[src/rtl/uart_alu_interface_if.sv]
// Byte/result handshake between the UART datapath and the ALU command processor.
// master drives received bytes and tx completion; slave returns result and busy.
interface uart_alu_interface_if #(
   parameter int D_BIT = 8
);
   logic             i_rx_done;
   logic [D_BIT-1:0] i_rx_data;
   logic             i_tx_done;
   logic             o_tx_start;
   logic [D_BIT-1:0] o_tx_data;
   logic             o_busy;

   modport master (
      output i_rx_done, i_rx_data, i_tx_done,
      input  o_tx_start, o_tx_data, o_busy
   );

   modport slave (
      input  i_rx_done, i_rx_data, i_tx_done,
      output o_tx_start, o_tx_data, o_busy
   );
endinterface

[src/rtl/uart_alu_interface.sv]
// Collects operand A, operand B and opcode bytes from the UART receiver, evaluates
// them in a combinational ALU and hands the result to the transmitter.
module uart_alu_interface #(
   parameter int D_BIT  = 8,
   parameter int OP_BIT = 6
) (
   input  logic                 i_clk,
   input  logic                 i_reset,
   uart_alu_interface_if.slave  bus
);

   typedef enum logic [2:0] {
      WAIT_A  = 3'd0,
      WAIT_B  = 3'd1,
      WAIT_OP = 3'd2,
      SEND    = 3'd3,
      WAIT_TX = 3'd4
   } state_t;

   localparam logic [OP_BIT-1:0] OP_ADD = OP_BIT'(6'b100000);
   localparam logic [OP_BIT-1:0] OP_SUB = OP_BIT'(6'b100010);
   localparam logic [OP_BIT-1:0] OP_AND = OP_BIT'(6'b100100);
   localparam logic [OP_BIT-1:0] OP_OR  = OP_BIT'(6'b100101);
   localparam logic [OP_BIT-1:0] OP_XOR = OP_BIT'(6'b100110);
   localparam logic [OP_BIT-1:0] OP_NOR = OP_BIT'(6'b100111);
   localparam logic [OP_BIT-1:0] OP_SRA = OP_BIT'(6'b000011);
   localparam logic [OP_BIT-1:0] OP_SRL = OP_BIT'(6'b000010);

   state_t              r_state, w_state_nxt;
   logic [D_BIT-1:0]    r_a, r_b, r_tx_data;
   logic [OP_BIT-1:0]   r_op, w_op;
   logic [D_BIT-1:0]    w_alu;
   logic                w_ld_a, w_ld_b, w_ld_op;
   logic                w_shift_ovf;

   always_ff @(posedge i_clk or negedge i_reset) begin
      if (!i_reset) r_state <= WAIT_A;
      else          r_state <= w_state_nxt;
   end

   always_comb begin
      w_state_nxt = r_state;
      w_ld_a      = 1'b0;
      w_ld_b      = 1'b0;
      w_ld_op     = 1'b0;
      case (r_state)
         WAIT_A:  if (bus.i_rx_done) begin w_ld_a  = 1'b1; w_state_nxt = WAIT_B;  end
         WAIT_B:  if (bus.i_rx_done) begin w_ld_b  = 1'b1; w_state_nxt = WAIT_OP; end
         WAIT_OP: if (bus.i_rx_done) begin w_ld_op = 1'b1; w_state_nxt = SEND;    end
         SEND:    w_state_nxt = WAIT_TX;
         WAIT_TX: if (bus.i_tx_done) w_state_nxt = WAIT_A;
         default: w_state_nxt = WAIT_A;
      endcase
   end

   // ALU sees the opcode byte in the cycle it arrives so the result can be
   // registered on the same edge and be valid during SEND.
   assign w_op        = w_ld_op ? bus.i_rx_data[OP_BIT-1:0] : r_op;
   assign w_shift_ovf = (32'(r_b) >= D_BIT);

   always_comb begin
      w_alu = '0;
      case (w_op)
         OP_ADD: w_alu = r_a + r_b;
         OP_SUB: w_alu = r_a - r_b;
         OP_AND: w_alu = r_a & r_b;
         OP_OR:  w_alu = r_a | r_b;
         OP_XOR: w_alu = r_a ^ r_b;
         OP_NOR: w_alu = ~(r_a | r_b);
         OP_SRA: w_alu = w_shift_ovf ? {D_BIT{r_a[D_BIT-1]}}
                                     : D_BIT'($signed(r_a) >>> r_b);
         OP_SRL: w_alu = w_shift_ovf ? '0 : (r_a >> r_b);
         default: w_alu = '0;
      endcase
   end

   always_ff @(posedge i_clk or negedge i_reset) begin
      if (!i_reset) begin
         r_a       <= '0;
         r_b       <= '0;
         r_op      <= '0;
         r_tx_data <= '0;
      end else begin
         if (w_ld_a)  r_a <= bus.i_rx_data;
         if (w_ld_b)  r_b <= bus.i_rx_data;
         if (w_ld_op) begin
            r_op      <= bus.i_rx_data[OP_BIT-1:0];
            r_tx_data <= w_alu;
         end
      end
   end

   assign bus.o_tx_start = (r_state == SEND);
   assign bus.o_tx_data  = r_tx_data;
   assign bus.o_busy     = (r_state == SEND) || (r_state == WAIT_TX);

endmodule

[src/flat_wrapper.sv]
// flat-port wrapper written by rule: the top's interface ports become plain ports
module uart_alu_interface_flat 
#(
   parameter int D_BIT  = 8,
   parameter int OP_BIT = 6
)
  (i_clk, i_reset, bus_i_rx_done, bus_i_rx_data, bus_i_tx_done, bus_o_tx_start, bus_o_tx_data, bus_o_busy);
  uart_alu_interface_if #(.D_BIT(D_BIT)) bus_i ();
  input  logic i_clk;
  input  logic i_reset;
  input wire logic [$bits(bus_i.i_rx_done)-1:0] bus_i_rx_done;
  input wire logic [$bits(bus_i.i_rx_data)-1:0] bus_i_rx_data;
  input wire logic [$bits(bus_i.i_tx_done)-1:0] bus_i_tx_done;
  output wire logic [$bits(bus_i.o_tx_start)-1:0] bus_o_tx_start;
  output wire logic [$bits(bus_i.o_tx_data)-1:0] bus_o_tx_data;
  output wire logic [$bits(bus_i.o_busy)-1:0] bus_o_busy;
  assign bus_i.i_rx_done = bus_i_rx_done;
  assign bus_i.i_rx_data = bus_i_rx_data;
  assign bus_i.i_tx_done = bus_i_tx_done;
  assign bus_o_tx_start = bus_i.o_tx_start;
  assign bus_o_tx_data = bus_i.o_tx_data;
  assign bus_o_busy = bus_i.o_busy;
  uart_alu_interface #(.D_BIT(D_BIT), .OP_BIT(OP_BIT)) u_core (.i_clk(i_clk), .i_reset(i_reset), .bus(bus_i));
endmodule
[config.mk]
export PLATFORM = sky130hd
export DESIGN_NAME = uart_alu_interface_flat
export DESIGN_NICKNAME = d
export VERILOG_FILES = /design/src/rtl/uart_alu_interface_if.sv /design/src/rtl/uart_alu_interface.sv /design/src/flat_wrapper.sv
export SDC_FILE = /design/constraint.sdc
export NUM_CORES = 1
export LEC_CHECK = 0
export ABC_CLOCK_PERIOD_IN_PS = 3330
export BUFFER_PORTS_ARGS = -buffer_cell sky130_fd_sc_hd__buf_2
export CAP_MARGIN = 20
export CELL_PAD_IN_SITES_DETAIL_PLACEMENT = 1
export CELL_PAD_IN_SITES_GLOBAL_PLACEMENT = 2
export CORE_MARGIN = 2
export CORE_UTILIZATION = 38
export CTS_BUF_LIST = sky130_fd_sc_hd__clkbuf_8 sky130_fd_sc_hd__clkbuf_16
export DETAILED_ROUTE_END_ITERATION = 7
export PLACE_DENSITY_LB_ADDON = 0.1
export SLEW_MARGIN = 10
export SYNTH_ARGS = -nofsm -noshare
export SYNTH_HDL_FRONTEND = slang
export SYNTH_SLANG_ARGS = --single-unit
[constraint.sdc]
create_clock -name i_clk -period 3.33 [get_ports i_clk]
set_input_delay 0.999 -clock i_clk [delete_from_list [all_inputs] [get_ports i_clk]]
set_output_delay 0.999 -clock i_clk [all_outputs]
set_load 0.1 [all_outputs]
* After elaboration in Yosys (flattened, before gate mapping)
Index checks and enable logic that the tools add are counted.
Cells by class: reduce and logical (&&, ||, !) cells 3, shift-type cells 2, add/sub/neg operators 2, magnitude comparators 1, bitwise gates (word level) 4, mux-type cells 13, eq/ne operators 16
Operators with widths (count):
- one-hot mux 8 bit (8 select lines) | 1
- equality test 6 bit, second input constant | 6
- two-way mux 8 bit | 2
- one-hot mux 3 bit (5 select lines) | 1
- equality test 6 x 2 -> 1 bit, second input constant | 2
- two-way mux 3 bit | 4
- adder 8 bit | 1
- bitwise AND 8 bit | 1
- greater-or-equal comparator 8 x 4 -> 1 bit, second input constant | 1
- != test 2 bit, second input constant | 4
- NOT 8 bit | 1
- bitwise OR 8 bit | 1
- right shift 8 x 8 -> 8 bit | 1
- >>> shifter 8 x 8 -> 8 bit | 1
- subtractor 8 bit | 1
- bitwise XOR 8 bit | 1
- equality test 3 x 2 -> 1 bit, second input constant | 2
- two-way mux 6 bit | 1
- two-way mux 1 bit | 4
- AND reduction 4 bit | 1
- equality test 3 x 1 -> 1 bit, second input constant | 1
- equality test 3 bit, second input constant | 1
- zero test 3 bit | 1
- logical OR 1 bit | 1
Word-level totals: logic and storage cells 46, register bits after elaboration 33, output and inout port bits 10, input port bits 12

* Depth between registers and ports, before layout
depth in word-level cells 5, depth in mapped cells 13, mapped depth without buffers 12

* Worst setup path after synthesis
Ideal clock, no wire load.
path type input-to-reg, start point input port bus_i_rx_data[1], end point register u_core.r_tx_data[5] (netlist: u_core.bus.o_tx_data[5]), slack -267 ps, setup time 130 ps, arrival time 3468 ps, cell stages on the path 13, required time 3200 ps, cells stage by stage clkbuf_1 > nor3b_1 > nand4_1 > o21ai_1 > nor2_1 > xnor2_1 > ha_1 > a21oi_1 > a21boi_0 > o21ai_0 > or3b_2 > a32oi_1 > o21ai_1
Between the ends: longest elaborated chain between the ends 3, elaborated cells between the ends (all ways) 10, those cells by class 8 x eq/ne; 2 x mux
RTL lines:
- start: declaration | line flat_wrapper.sv:12 | input wire logic [$bits(bus_i.i_rx_data)-1:0] bus_i_rx_data;
- two-way mux 6 bit * | line uart_alu_interface.sv:58 | assign w_op = w_ld_op ? bus.i_rx_data[OP_BIT-1:0] : r_op;
- equality test 6 x 2 -> 1 bit or equality test 6 bit (tied branches) | line uart_alu_interface.sv:63 | case (w_op)
- one-hot mux 8 bit (8 select lines) * | line uart_alu_interface.sv:63
- end signal: assignment | line uart_alu_interface.sv:88 | r_tx_data <= w_alu;
- end: declaration | line uart_alu_interface.sv:30 | logic [D_BIT-1:0] r_a, r_b, r_tx_data;
Mark *: on every way between the ends. The rest lies on a longest branch, timed or not. A chain may end at the register's enable or synchronous reset.

* Worst setup path after layout
start point input port bus_i_rx_done, end point register u_core.r_tx_data[7] (netlist: u_core.bus.o_tx_data[7])
Between the ends: longest elaborated chain between the ends 5, elaborated cells between the ends (all ways) 12, those cells by class 8 x eq/ne; 4 x mux
RTL lines:
- start: declaration | line flat_wrapper.sv:11 | input wire logic [$bits(bus_i.i_rx_done)-1:0] bus_i_rx_done;
- two-way mux 1 bit * | line uart_alu_interface.sv:49 | WAIT_OP: if (bus.i_rx_done) begin w_ld_op = 1'b1; w_state_nxt = SEND; end
- two-way mux 1 bit * | line uart_alu_interface.sv:46 | case (r_state)
- two-way mux 6 bit | line uart_alu_interface.sv:58
- equality test 6 x 2 -> 1 bit or equality test 6 bit (tied branches) | line uart_alu_interface.sv:63
- one-hot mux 8 bit (8 select lines) | line uart_alu_interface.sv:63
Marks and branches as above.

==> results.txt <==
The number of violations of the max-capacitance limit is 0. The number of resized instances in the post-cts repair step is 0. Buffers added to address setup during post-CTS repair amount to 0. The number of hold violations in the final report came to 0. The number of nets in the final layout came out at 436.

The number of I/O pins is 22. The die is 94.1 um wide. The transition time of the tightest slew-check pin is 780 ps. The synthesized design contains 33 register bits. The TritonCTS sink count is 33. After global routing, the most crowded layer is met2. The proportion of netlist area held by the largest area contributor is 0.267. The worst min-delay path class is reg -> reg. The vertical extent of the die came out at 94.1 um. The cell count of the worst hold path came out at 2.

The achievable frequency came out at 0.311 GHz. The data arrival time of the critical path came out at 3440 ps. The placed instances occupy a cell area of 3500 um^2.

The detailed-route DRC error count came out at 0. In the final routed layout, each cell accounts on average for 21.4 um. The half-perimeter wire length after detailed placement is 8330 um.

Counting distinct cell types in the post-synthesis netlist gives 73. The max-slew violation count is 0. The floorplan die area came out at 8860 um^2. The setup path with the least slack is of type in -> reg. The number of warning messages in the yosys log is 0. The tree is rooted in a clkbuf_8. The nature of the critical path endpoint is a flip-flop. The combined global-route utilization of all metal layers is 0.260. In the finished design, the share of the clock period the worst path needs comes to 0.964. The initial core utilization came out at 0.396. Global routing finished with a remaining overflow of 0. The finished cells cover 3630 um^2. The share of the Yosys chip area taken by registers is 0.267. The post-route total power came out at 4.48 mW. The switching fraction of total power came out at 0.527. STA puts the critical path data required time at 3560 ps. The cell count after synthesis came out at 358.

The share of cells above drive strength 1 is 0.233. The sum of negative setup slack is 0 ps. Once placement completed, the tool counted placed cells totaling 494.

The synthesized area per cell came out at 8.63 um^2. The largest total area in the synthesized netlist belongs to dfrtp_1. The minimum clock period after layout is 3210 ps.

For the worst-skew pair, the clock arrives at the later sink with an insertion delay of 300 ps. The number of nets in the synthesized netlist came out at 395. The worst-case IR drop observed on VDD is 0.000397 V. The placeable core region is 7810 um^2. The register area came out at 826 um^2. The row count is 32. The footprint of the multi-input gates is 2120 um^2. For this block, the via count after detailed routing is 2,936. The cell leakage power is 1.60 nW. The met1 layer usage reported by global route came out at 0.366. Clock skew on the completed layout was measured at 6.99 ps. The via count of the first global-routing pass came out at 3,057.

Leaving out filler cells and counting taps, the final layout contains 502. Ranked by total cell area, the synthesized netlist is headed by dfrtp_1 (27%), ha_1 (9.7%), nand2_1 (5.8%). The initial DRC count is 168. The post-cts hold buffer count came out at 0. The share of flip-flops with an asynchronous set or reset came out at 1.00.

Setup repair after global routing could not meet its margin everywhere. The deepest clock path buffer count is 2. Of the total power, the clock network draws 0.091. The kind of start point of the critical path is an input port. For this design the total switching power over the nets is 2.36 mW. The sequential share of power came out at 0.197.

The via density per instance is 5.85. The final count of negative-setup-slack endpoints is 0. The max-slew headroom at the worst pin is 0.480. Routability-driven placement finished with a final weighted congestion of 0.847.

The clock transition time at the flip-flop clock pins of the worst setup and hold paths is 80 ps. The power share of the combinational group is 0.712. For met2 alone, demand over resource in global routing was 0.428. The layout overhead on the synthesized area is 17.5%.

The first-pass iteration count of the detailed router came out at 5. For this block, the routed nets add up to 10,800 um of wire. TritonCTS created 5 clock buffers. The power per unit of standard cell area is 1240 nW/um^2. The CTS H-tree depth is 2. The most used flip-flop cell after synthesis is dfrtp_1. The number of synthesized flops with an enable pin is 0. The post-synthesis cell area is 3090 um^2.

The flow ran to the end, and the final reports show no timing, DRC or antenna violations. Measured in cells, the most critical reg-to-reg path has a length of 11. The worst-path maximum fanout came out at 6. The initial antenna violation count came to 0.

The final hold slack is 481 ps. TritonCTS built the clock tree. In this run the remaining antenna-violating nets after routing total 0. The wire length of the first global-routing pass came out at 17,300 um. The final antenna diode count came out at 0. Counting the fill cells in the layout gives 956. The count of input and output buffers is 21. The internal power contribution is 2.12 mW. Entering global routing, the biggest net connects 34 pins.

For this run, global-route usage on met3 was measured as 0.0313.
-- path summary, 6_finish.rpt --
kind / from / end / slack (ps)
setup / recovery: bus_i_rx_done / u_core.bus.o_tx_data[7] / 120
setup reg to reg: u_core.r_state[2] / u_core.bus.o_tx_data[7] / 380
hold / removal: u_core.r_op[3] / u_core.r_op[3] / 480
hold reg to reg: u_core.r_op[3] / u_core.r_op[3] / 480
min in group asynchronous: i_reset / u_core.r_op[1] / 770
max in group asynchronous: i_reset / u_core.r_b[6] / 2060
-- state kept, by name, indices dropped and copies added, names as in the netlist --
register / count
u_core.r_b: 8
u_core.r_a: 8
u_core.bus.o_tx_data: 8
u_core.r_state: 3
u_core.r_op: 6
-- placed cells by master (no fill, tap or decap), drive strengths merged, types with 3 or more instances in the layout --
master   n
o21a     4
a221oi   3
o21ai   34
and2     3
nand3b   3
clkbuf   6
a31oi    8
a21oi   15
nand4    5
nor3     5
nand3    8
a21o     3
dfrtp   33
or4      3
mux4     4
xnor2    9
ha      24
and3     3
mux2     5
o31ai    3
xor2     5
nand2b   4
nand2   48
o22ai    3
mux2i   11
inv     22
buf     54
o311ai   3
o211ai   9
nor2    21
-- cell type report --
type,count,share of cell area
clock buffers,6,0.0228
well taps,102,0.0352
inverters,22,0.0234
clock inverters,2,0.00931
flip-flops and latches,33,0.228
multi-input cells,283,0.584
repair buffers,54,0.0972
-- cells in the mapped netlist, types with 2 or more instances --
cell type,count
nand2_1,48
dfrtp_1,33
o21ai_0,28
ha_1,24
nor2_1,21
inv_1,20
a21oi_1,15
clkbuf_1,12
mux2i_1,10
o211ai_1,9
xnor2_1,9
a31oi_1,8
nand3_1,8
nand4_1,5
nor3_1,5
o21ai_1,5
xor2_1,5
mux2_2,4
mux4_2,4
o21a_1,4
a21o_1,3
and2_1,3
and3_1,3
buf_2,3
buf_4,3
nand2b_1,3
nand3b_1,3
o22ai_1,3
a211oi_1,2
a21boi_0,2
a221oi_1,2
a222oi_1,2
a22oi_1,2
nor2b_1,2
nor3b_1,2
o221ai_1,2
o311ai_0,2
o31ai_1,2
or3b_2,2
or4_1,2
-- power groups by stage --
stage               clock [mW]  sequential (mW)  combinational, mW
floorplan                    0            0.956               2.03
global placement             0            0.882               3.02
detailed placement           0            0.881               3.09
CTS                      0.412            0.876               3.14
global route             0.429            0.914               3.46
finish                   0.408            0.882               3.19
-- per-layer routing --
layer	share of wire	vias to the layer above
met1	0.47	1453
met5	0	-
met3	0.055	12
met4	0.013	0
met2	0.47	78
li1	-	1393
-- worst max-delay path, stage by stage --
cell and delay, ps:
buf_2 120, and4bb_1 230, nand4_1 170, o21ai_4 170, a21oi_1 90, xnor2_1 140, ha_1 210, or4_1 540
o22a_1 220, nand2b_1 150, mux2_2 280, a21oi_2 120
-- cells by family after synthesis --
| kind of cell | synth area share |
|---|---|
| AOI/OAI and AO/OA | 0.232 |
| xor gates and xnor gates | 0.0397 |
| adders and majority gates | 0.104 |
| buffers and inverters | 0.0592 |
| DFF | 0.267 |
| muxes | 0.0883 |
| and+or+nand+nor | 0.210 |
-- per-stage QoR --
step | setup WS (ps) | util
final | 119 | 0.465
after global routing | -31.8 | 0.465
after CTS | 66.3 | 0.463
after detailed placement | -195 | 0.448
after global placement | -91.0 | 0.448
after floorplan | 33.2 | -
No activity file was read; power rests on OpenSTA's default activity.
